--- src/rtl/row_map_pkg.sv ---
`default_nettype none
// ============================================================================
//  Module   : row_map_pkg
//  Purpose  : Shared constants and state encoding for the row-map loader.
//  Revision : 1.0  initial release
// ============================================================================
package row_map_pkg;

  localparam int ROW_ADDR_W     = 9;
  localparam int ROW_MAP_N_ROWS = 241;

  // Bit offsets of the even and odd entry fields inside a host word
  localparam int DIN_LO_OFS = 0;
  localparam int DIN_HI_OFS = 16;

  // One-hot loader states
  typedef enum logic [6:0] {
    S_IDLE      = 7'(1 << 0),
    S_WAIT_WORD = 7'(1 << 1),
    S_SETUP_LO  = 7'(1 << 2),
    S_WRITE_LO  = 7'(1 << 3),
    S_SETUP_HI  = 7'(1 << 4),
    S_WRITE_HI  = 7'(1 << 5),
    S_DONE      = 7'(1 << 6)
  } state_t;

endpackage : row_map_pkg
`default_nettype wire

--- src/rtl/row_map_loader.sv ---
`default_nettype none
// ============================================================================
//  Module   : row_map_loader
//  Purpose  : Unpacks two row-remap entries per host word and sequences them
//             into the row_map_table write port, one setup cycle ahead of
//             each write strobe. Out-of-range entries are clamped and flagged.
//  Options  : ROW_MAP_IDENTITY_INIT_EN - enables the init pulse, which loads
//             the identity map (entry i = i) without consuming host words.
//  Revision : 1.0  initial release
// ============================================================================
module row_map_loader
  import row_map_pkg::*;
#(
  parameter int ADDR_W = ROW_ADDR_W,
  parameter int N_ROWS = ROW_MAP_N_ROWS,
  parameter int WORD_W = 32
) (
  input  logic              clk,
  input  logic              rst,
  input  logic              start,
  input  logic              init,
  input  logic [WORD_W-1:0] din,
  input  logic              din_valid,
  output logic              din_ready,
  output logic [ADDR_W-1:0] mem_write_addr,
  output logic [ADDR_W-1:0] mem_write_data,
  output logic              we,
  output logic              busy,
  output logic              done,
  output logic              err_range,
  output logic [ADDR_W-1:0] entry_count
);

  localparam logic [ADDR_W-1:0] LAST_ROW = ADDR_W'(N_ROWS - 1);

  state_t            state_q, state_d;
  logic [ADDR_W-1:0] cnt_q, cnt_d;       // address of the entry being written
  logic [ADDR_W-1:0] addr_q, addr_d;
  logic [ADDR_W-1:0] data_q, data_d;
  logic [ADDR_W-1:0] hi_q, hi_d;         // odd entry parked until its turn
  logic [ADDR_W-1:0] count_q, count_d;
  logic              err_q, err_d;
  logic              load;               // present a new entry next cycle
  logic [ADDR_W-1:0] entry;              // raw entry value being presented

`ifdef ROW_MAP_IDENTITY_INIT_EN
  logic              ident_q, ident_d;   // current load is an identity load
`else
  logic              unused_init;
  assign unused_init = init;
`endif

  // Host word bits outside the two entry fields carry nothing
  logic unused_din;
  assign unused_din = ^{din[WORD_W-1:DIN_HI_OFS+ADDR_W], din[DIN_HI_OFS-1:DIN_LO_OFS+ADDR_W]};

  function automatic logic [ADDR_W-1:0] clamp(input logic [ADDR_W-1:0] e);
    return (e > LAST_ROW) ? LAST_ROW : e;
  endfunction

  // Next-state, counters and write-port presentation
  always_comb begin
    state_d = state_q;
    cnt_d   = cnt_q;
    addr_d  = addr_q;
    data_d  = data_q;
    hi_d    = hi_q;
    count_d = count_q;
    err_d   = err_q;
    load    = 1'b0;
    entry   = '0;
`ifdef ROW_MAP_IDENTITY_INIT_EN
    ident_d = ident_q;
`endif
    case (state_q)
      S_IDLE: begin
        if (start) begin
          state_d = S_WAIT_WORD;
          cnt_d   = '0;
          count_d = '0;
          err_d   = 1'b0;
`ifdef ROW_MAP_IDENTITY_INIT_EN
          ident_d = 1'b0;
        end else if (init) begin
          // Identity entries come from the address counter itself
          state_d = S_SETUP_LO;
          cnt_d   = '0;
          count_d = '0;
          err_d   = 1'b0;
          ident_d = 1'b1;
          load    = 1'b1;
          entry   = '0;
`endif
        end
      end
      S_WAIT_WORD: begin
        if (din_valid) begin
          state_d = S_SETUP_LO;
          hi_d    = din[DIN_HI_OFS +: ADDR_W];
          load    = 1'b1;
          entry   = din[DIN_LO_OFS +: ADDR_W];
        end
      end
      S_SETUP_LO: state_d = S_WRITE_LO;
      S_WRITE_LO: begin
        count_d = count_q + 1'b1;
        if (cnt_q == LAST_ROW) begin
          // Table full: the odd half of this word is dropped
          state_d = S_DONE;
        end else begin
          state_d = S_SETUP_HI;
          cnt_d   = cnt_q + 1'b1;
          load    = 1'b1;
          entry   = hi_q;
`ifdef ROW_MAP_IDENTITY_INIT_EN
          if (ident_q) entry = cnt_d;
`endif
        end
      end
      S_SETUP_HI: state_d = S_WRITE_HI;
      S_WRITE_HI: begin
        count_d = count_q + 1'b1;
        if (cnt_q == LAST_ROW) begin
          state_d = S_DONE;
        end else begin
          cnt_d   = cnt_q + 1'b1;
          state_d = S_WAIT_WORD;
`ifdef ROW_MAP_IDENTITY_INIT_EN
          if (ident_q) begin
            state_d = S_SETUP_LO;
            load    = 1'b1;
            entry   = cnt_d;
          end
`endif
        end
      end
      S_DONE:  state_d = S_IDLE;
      default: state_d = S_IDLE;
    endcase

    if (load) begin
      addr_d = cnt_d;
      data_d = clamp(entry);
      if (entry > LAST_ROW) err_d = 1'b1;
    end
  end

  // State and datapath registers
  always_ff @(posedge clk) begin
    if (rst) begin
      state_q <= S_IDLE;
      cnt_q   <= '0;
      addr_q  <= '0;
      data_q  <= '0;
      hi_q    <= '0;
      count_q <= '0;
      err_q   <= 1'b0;
`ifdef ROW_MAP_IDENTITY_INIT_EN
      ident_q <= 1'b0;
`endif
    end else begin
      state_q <= state_d;
      cnt_q   <= cnt_d;
      addr_q  <= addr_d;
      data_q  <= data_d;
      hi_q    <= hi_d;
      count_q <= count_d;
      err_q   <= err_d;
`ifdef ROW_MAP_IDENTITY_INIT_EN
      ident_q <= ident_d;
`endif
    end
  end

  assign din_ready      = (state_q == S_WAIT_WORD);
  assign we             = (state_q == S_WRITE_LO) || (state_q == S_WRITE_HI);
  assign busy           = (state_q != S_IDLE) && (state_q != S_DONE);
  assign done           = (state_q == S_DONE);
  assign mem_write_addr = addr_q;
  assign mem_write_data = data_q;
  assign err_range      = err_q;
  assign entry_count    = count_q;

endmodule : row_map_loader
`default_nettype wire

--- config.mk ---
export PLATFORM = sky130hd
export DESIGN_NAME = row_map_loader
export DESIGN_NICKNAME = d
export VERILOG_FILES = /design/src/rtl/row_map_pkg.sv /design/src/rtl/row_map_loader.sv
export SDC_FILE = /design/constraint.sdc
export NUM_CORES = 1
export LEC_CHECK = 0
export ABC_AREA = 1
export CORE_UTILIZATION = 52
export CTS_CLUSTER_SIZE = 14
export DETAILED_ROUTE_END_ITERATION = 12
export PLACE_DENSITY = 0.84
export SYNTH_ARGS = -nofsm -noshare
export SYNTH_HDL_FRONTEND = slang
export SYNTH_SLANG_ARGS = --single-unit
--- constraint.sdc ---
create_clock -name clk -period 4.44 [get_ports clk]
set_input_delay 0.666 -clock clk [delete_from_list [all_inputs] [get_ports clk]]
set_output_delay 0.666 -clock clk [all_outputs]
set_load 0.005 [all_outputs]
# Word-level counts from Yosys, hierarchy flattened
# Index checks and enable logic that the tools add are counted.
# totals
regBits,53
word_cells,50
out_inout_bits,32
inputBits,37
# classes
mux,21
n_eq_ne,12
add_sub_neg,2
n_reduce_logical,7
magnitude_cmp,1
# op_table
op,n
$mux 9,6
$pmux 9 s2,3
$pmux 7 s6,1
$mux 7,4
$add 9x1->9 const B,2
$eq 9x8->1 const B,1
$gt 9x8->1 const B,1
$eq 7x1->1 const B,1
$eq 7x2->1 const B,1
$eq 7x3->1 const B,1
$eq 7x4->1 const B,1
$eq 7x5->1 const B,1
$eq 7x6->1 const B,1
$eq 7x7->1 const B,1
$ne 7x1->1 const B,1
$ne 7x7->1 const B,1
$mux 1,6
$reduce_and 2->1,3
$ne 2x2->1 const B,2
$pmux 1 s2,1
$reduce_bool 2->1,1
$reduce_or 2->1,1
$logic_and 1x1->1,1
$logic_or 1x1->1,1

# Logic depth before layout (Yosys ltp)
# logic_depth
word_depth,6
mapped_depth,14

# Least setup slack after synthesis
# Ideal clock, no wire load.
# synth_path
kind,flip-flop to output port
start,register state_q[1]
end,output port we
t_arrival_ps,1083
slack_ps,2691
path_buffers,1
path_stages_with_launch,7
path_cell_list,dfxtp_1 -> nor2_2 -> nand2_1 -> nor2_4 -> nor2_4 -> inv_2 -> buf_4
# synth_between
elab_chain_len,2
# synth_rtl
item,line_no,text
start: declaration,row_map_loader.sv:36,"state_t state_q, state_d;"
start signal: assignment,row_map_loader.sv:162,state_q <= state_d;
$eq 7x4->1 / $eq 7x6->1 (equally long branches),row_map_loader.sv:176,assign we = (state_q == S_WRITE_LO) || (state_q == S_WRITE_HI);
$logic_or 1x1->1 *,row_map_loader.sv:176,
end: declaration,row_map_loader.sv:27,"output logic we,"
# Every way passes the cells marked *; elsewhere a longest branch is shown, timed or not.

# Worst setup path after layout
# Same ends and word-level chain as after synthesis.

==> impl_metrics.csv <==
group,metric,value,unit
yosys,synth_top_area_cell,"dfxtp_1",
global_route,grt_pass1_vias,2386,
yosys,synth_area_leaders,"dfxtp_1 (40%), nand2_1 (10%), nand3_1 (7.9%)",
global_route,grt_max_degree,31,
worst_setup_path,cpPeakStageDelay,0.56,ns
cts,cts_num_sinks,53,
floorplan,dieArea,5420,um^2
sta,rsz0062_at_grt,"false",
global_route,overflow,0,
sta,tns,0,ns
floorplan,core_region_area,4820,um^2
global_route,grtUsageMet2,43.6,%
worst_setup_path,cp_top_family,"buffers and inverters",
sta,setup_viol,0,
sta,hold_viol,0,
status,run_status,"completed",
yosys,netlist_top_cells_count,"nand2_1 (71), dfxtp_1 (53), nand3_1 (42), inv_1 (41), a21oi_1 (34)",
placement,routabilityCongestion,0.850,
placement,dp_cells,478,
worst_setup_path,crit_top_cell,"nor2_4",
route,detail-route-antenna-nets,0,
placement,dpl.hpwl,4.33,mm
worst_setup_path,critPathLaunchType,"flip-flop",
global_route,grt_pass1_wl,10.3,mm
cts,cts_tree,"yes",
pwr,p_per_area,279,nW/um^2
yosys,synth_top_family_by_area,"simple AND/OR/NAND/NOR gates",
yosys,syn-cell-area,2670,um^2
yosys,synth_seq_cells,53,
sta,fin_crit_sh,62.6,%
worst_setup_path,worstPathRequired,3.77,ns
cts,cts_made_buffers,5,
global_route,grt_use_met1,28.9,%
yosys,synthXorXnorAreaFrac,2.30,%
pwr,leakage,1.40,nW
sta,fmax,360,MHz
worst_setup_path,end_kind,"output port",
route,wire_per_inst,12.5,um
sta,slew_headroom,60.6,%
cts,h-tree-depth,2,
hold_path,hold_class,"flip-flop to flip-flop",
worst_setup_path,critPathMaxFanout,12,
worst_setup_path,critPathSlowestCell,"clkdlybuf4s50_1",
final_layout,area_growth,23.5,%
floorplan,fp.dieW,73.6,um
route,route.detailed.drc,0,
pwr,vdd_drop_max,135,uV
yosys,yosysUniqueCellTypes,33,
yosys,syn_nets,410,
floorplan,io_pins,69,
placement,io_buffers,53,
worst_setup_path,worstPathCellList,"nor2_2 -> nand2_1 -> nor2_4 -> nor2_4 -> inv_2 -> clkdlybuf4s50_1",
sta,skew,0.00914,ns
yosys,synth.most_common_cell,"nand2_1",
global_route,globalRouteMet3Util,4.94,%
cts,clock_path_buffers,2,
route,vias,2515,
yosys,muxShareOfSynthArea,0,%
worst_setup_path,cp_data_arrival_time,2.11,ns
route,vias_per_cell,5.17,
worst_setup_path,cp_num_buf_inv,2,
yosys,synth-async-reset-ratio,0,%
final_layout,diodes,0,
final_layout,stdcell_count,486,
floorplan,placementRows,25,
yosys,synthSimpleGateAreaFrac,35.1,%
sta,slew_violations,0,
route,routed_wl,6.10,mm
final_layout,drive_gt1_share,11.7,%
cts,cts_root_buf,"clkbuf_8",
yosys,netlist.area_leader.share,39.8,%
cts,cts_setup_buffers,0,
cts,ctsResizeCount,0,
yosys,yosysWarningCount,0,
global_route,antenna_found_initial,0,
yosys,ys.flop_type,"dfxtp_1",
yosys,avgSynthCellArea,7.21,um^2
global_route,grt_usage,24.3,%
yosys,synth_edf_count,0,
sta,tightest_slew,0.590,ns
route,dr.first_iter.drc_count,146,
yosys,synthCells,370,
yosys,yosysSeqAreaShare,39.8,%
pwr,power,0.920,mW
flow_run,cap_violations,0,
global_route,grt_busiest_layer,"met2",
cts,clk_latency,0.30,ns
cts,ctsHoldBuffers,0,
yosys,synth_fa_ha_area_share,1.41,%
final_layout,nets,458,
cts,clk_pin_slew_worst_paths,0.10,ns
sta,period_minus_slack,2.78,ns
yosys,synth_compound_area_share,10.9,%
floorplan,start_util,55.4,%
worst_setup_path,path_class,"flip-flop to output port",
route,drtPass1Iterations,4,
floorplan,dieHeight,73.6,um
==> state kept, by name, summed over array words and instances, names as in the netlist <==
name,count
cnt_q,9
entry_count,9
hi_q,9
mem_write_addr,9
mem_write_data,9
state_q,7
err_range,1
==> cells in the final DEF (no fill, tap or decap), types with 2 or more instances in the layout <==
cell | synthesis | layout
buf_4 | 3 | 2
nand2_1 | 71 | 71
or2_2 | 5 | 5
o21ai_0 | 14 | 14
nand3_2 | 3 | 3
nand4_1 | 12 | 12
dfxtp_1 | 53 | 53
nor3_1 | 2 | 2
a31oi_1 | 3 | 3
nand3_1 | 42 | 42
nor4_1 | 3 | 3
nand2_4 | 3 | 3
nor2_1 | 26 | 26
nand2_2 | 13 | 13
xnor2_1 | 2 | 2
a21oi_1 | 34 | 34
inv_2 | 8 | 8
nor2_4 | 2 | 2
xor2_1 | 5 | 5
clkinv_2 | 1 | 2
ha_1 | 3 | 3
clkdlybuf4s50_1 | 0 | 53
clkbuf_8 | 0 | 5
nor2_2 | 3 | 3
o21ai_1 | 2 | 2
inv_1 | 41 | 41
==> power by group <==
part | switching [mW] | internal, mW
Combinational | 0.0817 | 0.0683
Sequential | 0.0105 | 0.490
Clock | 0.157 | 0.113
Total | 0.249 | 0.671
==> logic make-up (layout without fill, tap and decap cells) <==
kind of cell | after synthesis | count (layout)
xor gates and xnor gates | 7 | 7
AOI/OAI and AO/OA | 56 | 56
adders and majority gates | 3 | 3
DFF | 53 | 53
buffers and inverters | 64 | 113
and+or+nand+nor | 187 | 187
==> worst register-to-register path: cells and delay by family, from the launching register on <==
family                 cells  cell delay (ns)
AOI/OAI and AO/OA          1             0.16
buffers and inverters      4             0.54
DFF                        1             0.34
and+or+nand+nor            7             1.22
==> routing by layer <==
metal	routed length, um	vias up
met1	2630	1142
met2	3030	70
met3	322	10
li1	-	1293
met5	0	-
met4	108	0
==> area by class of cell <==
type	count	area, um^2
fill	422	1520
multi-input combinational	253	1330
sequential	53	1060
timing repair buffer	55	546
inverter	50	189
tap	67	83.8
clock buffer	6	72.6
clock inverter	2	13.8
==> path summary, 6_finish.rpt <==
kind	slack, ns	from	cells after the start	end
worst max-delay path	1.66	state_q[1]	6	we
worst min-delay path	0.45	mem_write_data[8]	2	mem_write_data[8]
worst max register to register	2.10	state_q[4]	12	mem_write_data[5]
worst min register to register	0.45	mem_write_data[8]	2	mem_write_data[8]
==> stage by stage <==
| stage | hold WS [ns] | instance area (um^2) | utilization, % | setup slack, ns |
|---|---|---|---|---|
| after global routing | 0.477 | 3290 | 68.4 | 1.55 |
| final | 0.450 | 3290 | 68.4 | 1.66 |
| after detailed placement | 0.440 | 3210 | 66.6 | 1.74 |
| after CTS | 0.455 | 3290 | 68.4 | 1.67 |
| after floorplan | 0.429 | 2670 | - | 2.69 |
| after global placement | 0.435 | 3210 | 66.6 | 1.77 |
No activity file was read; power rests on OpenSTA's default activity.
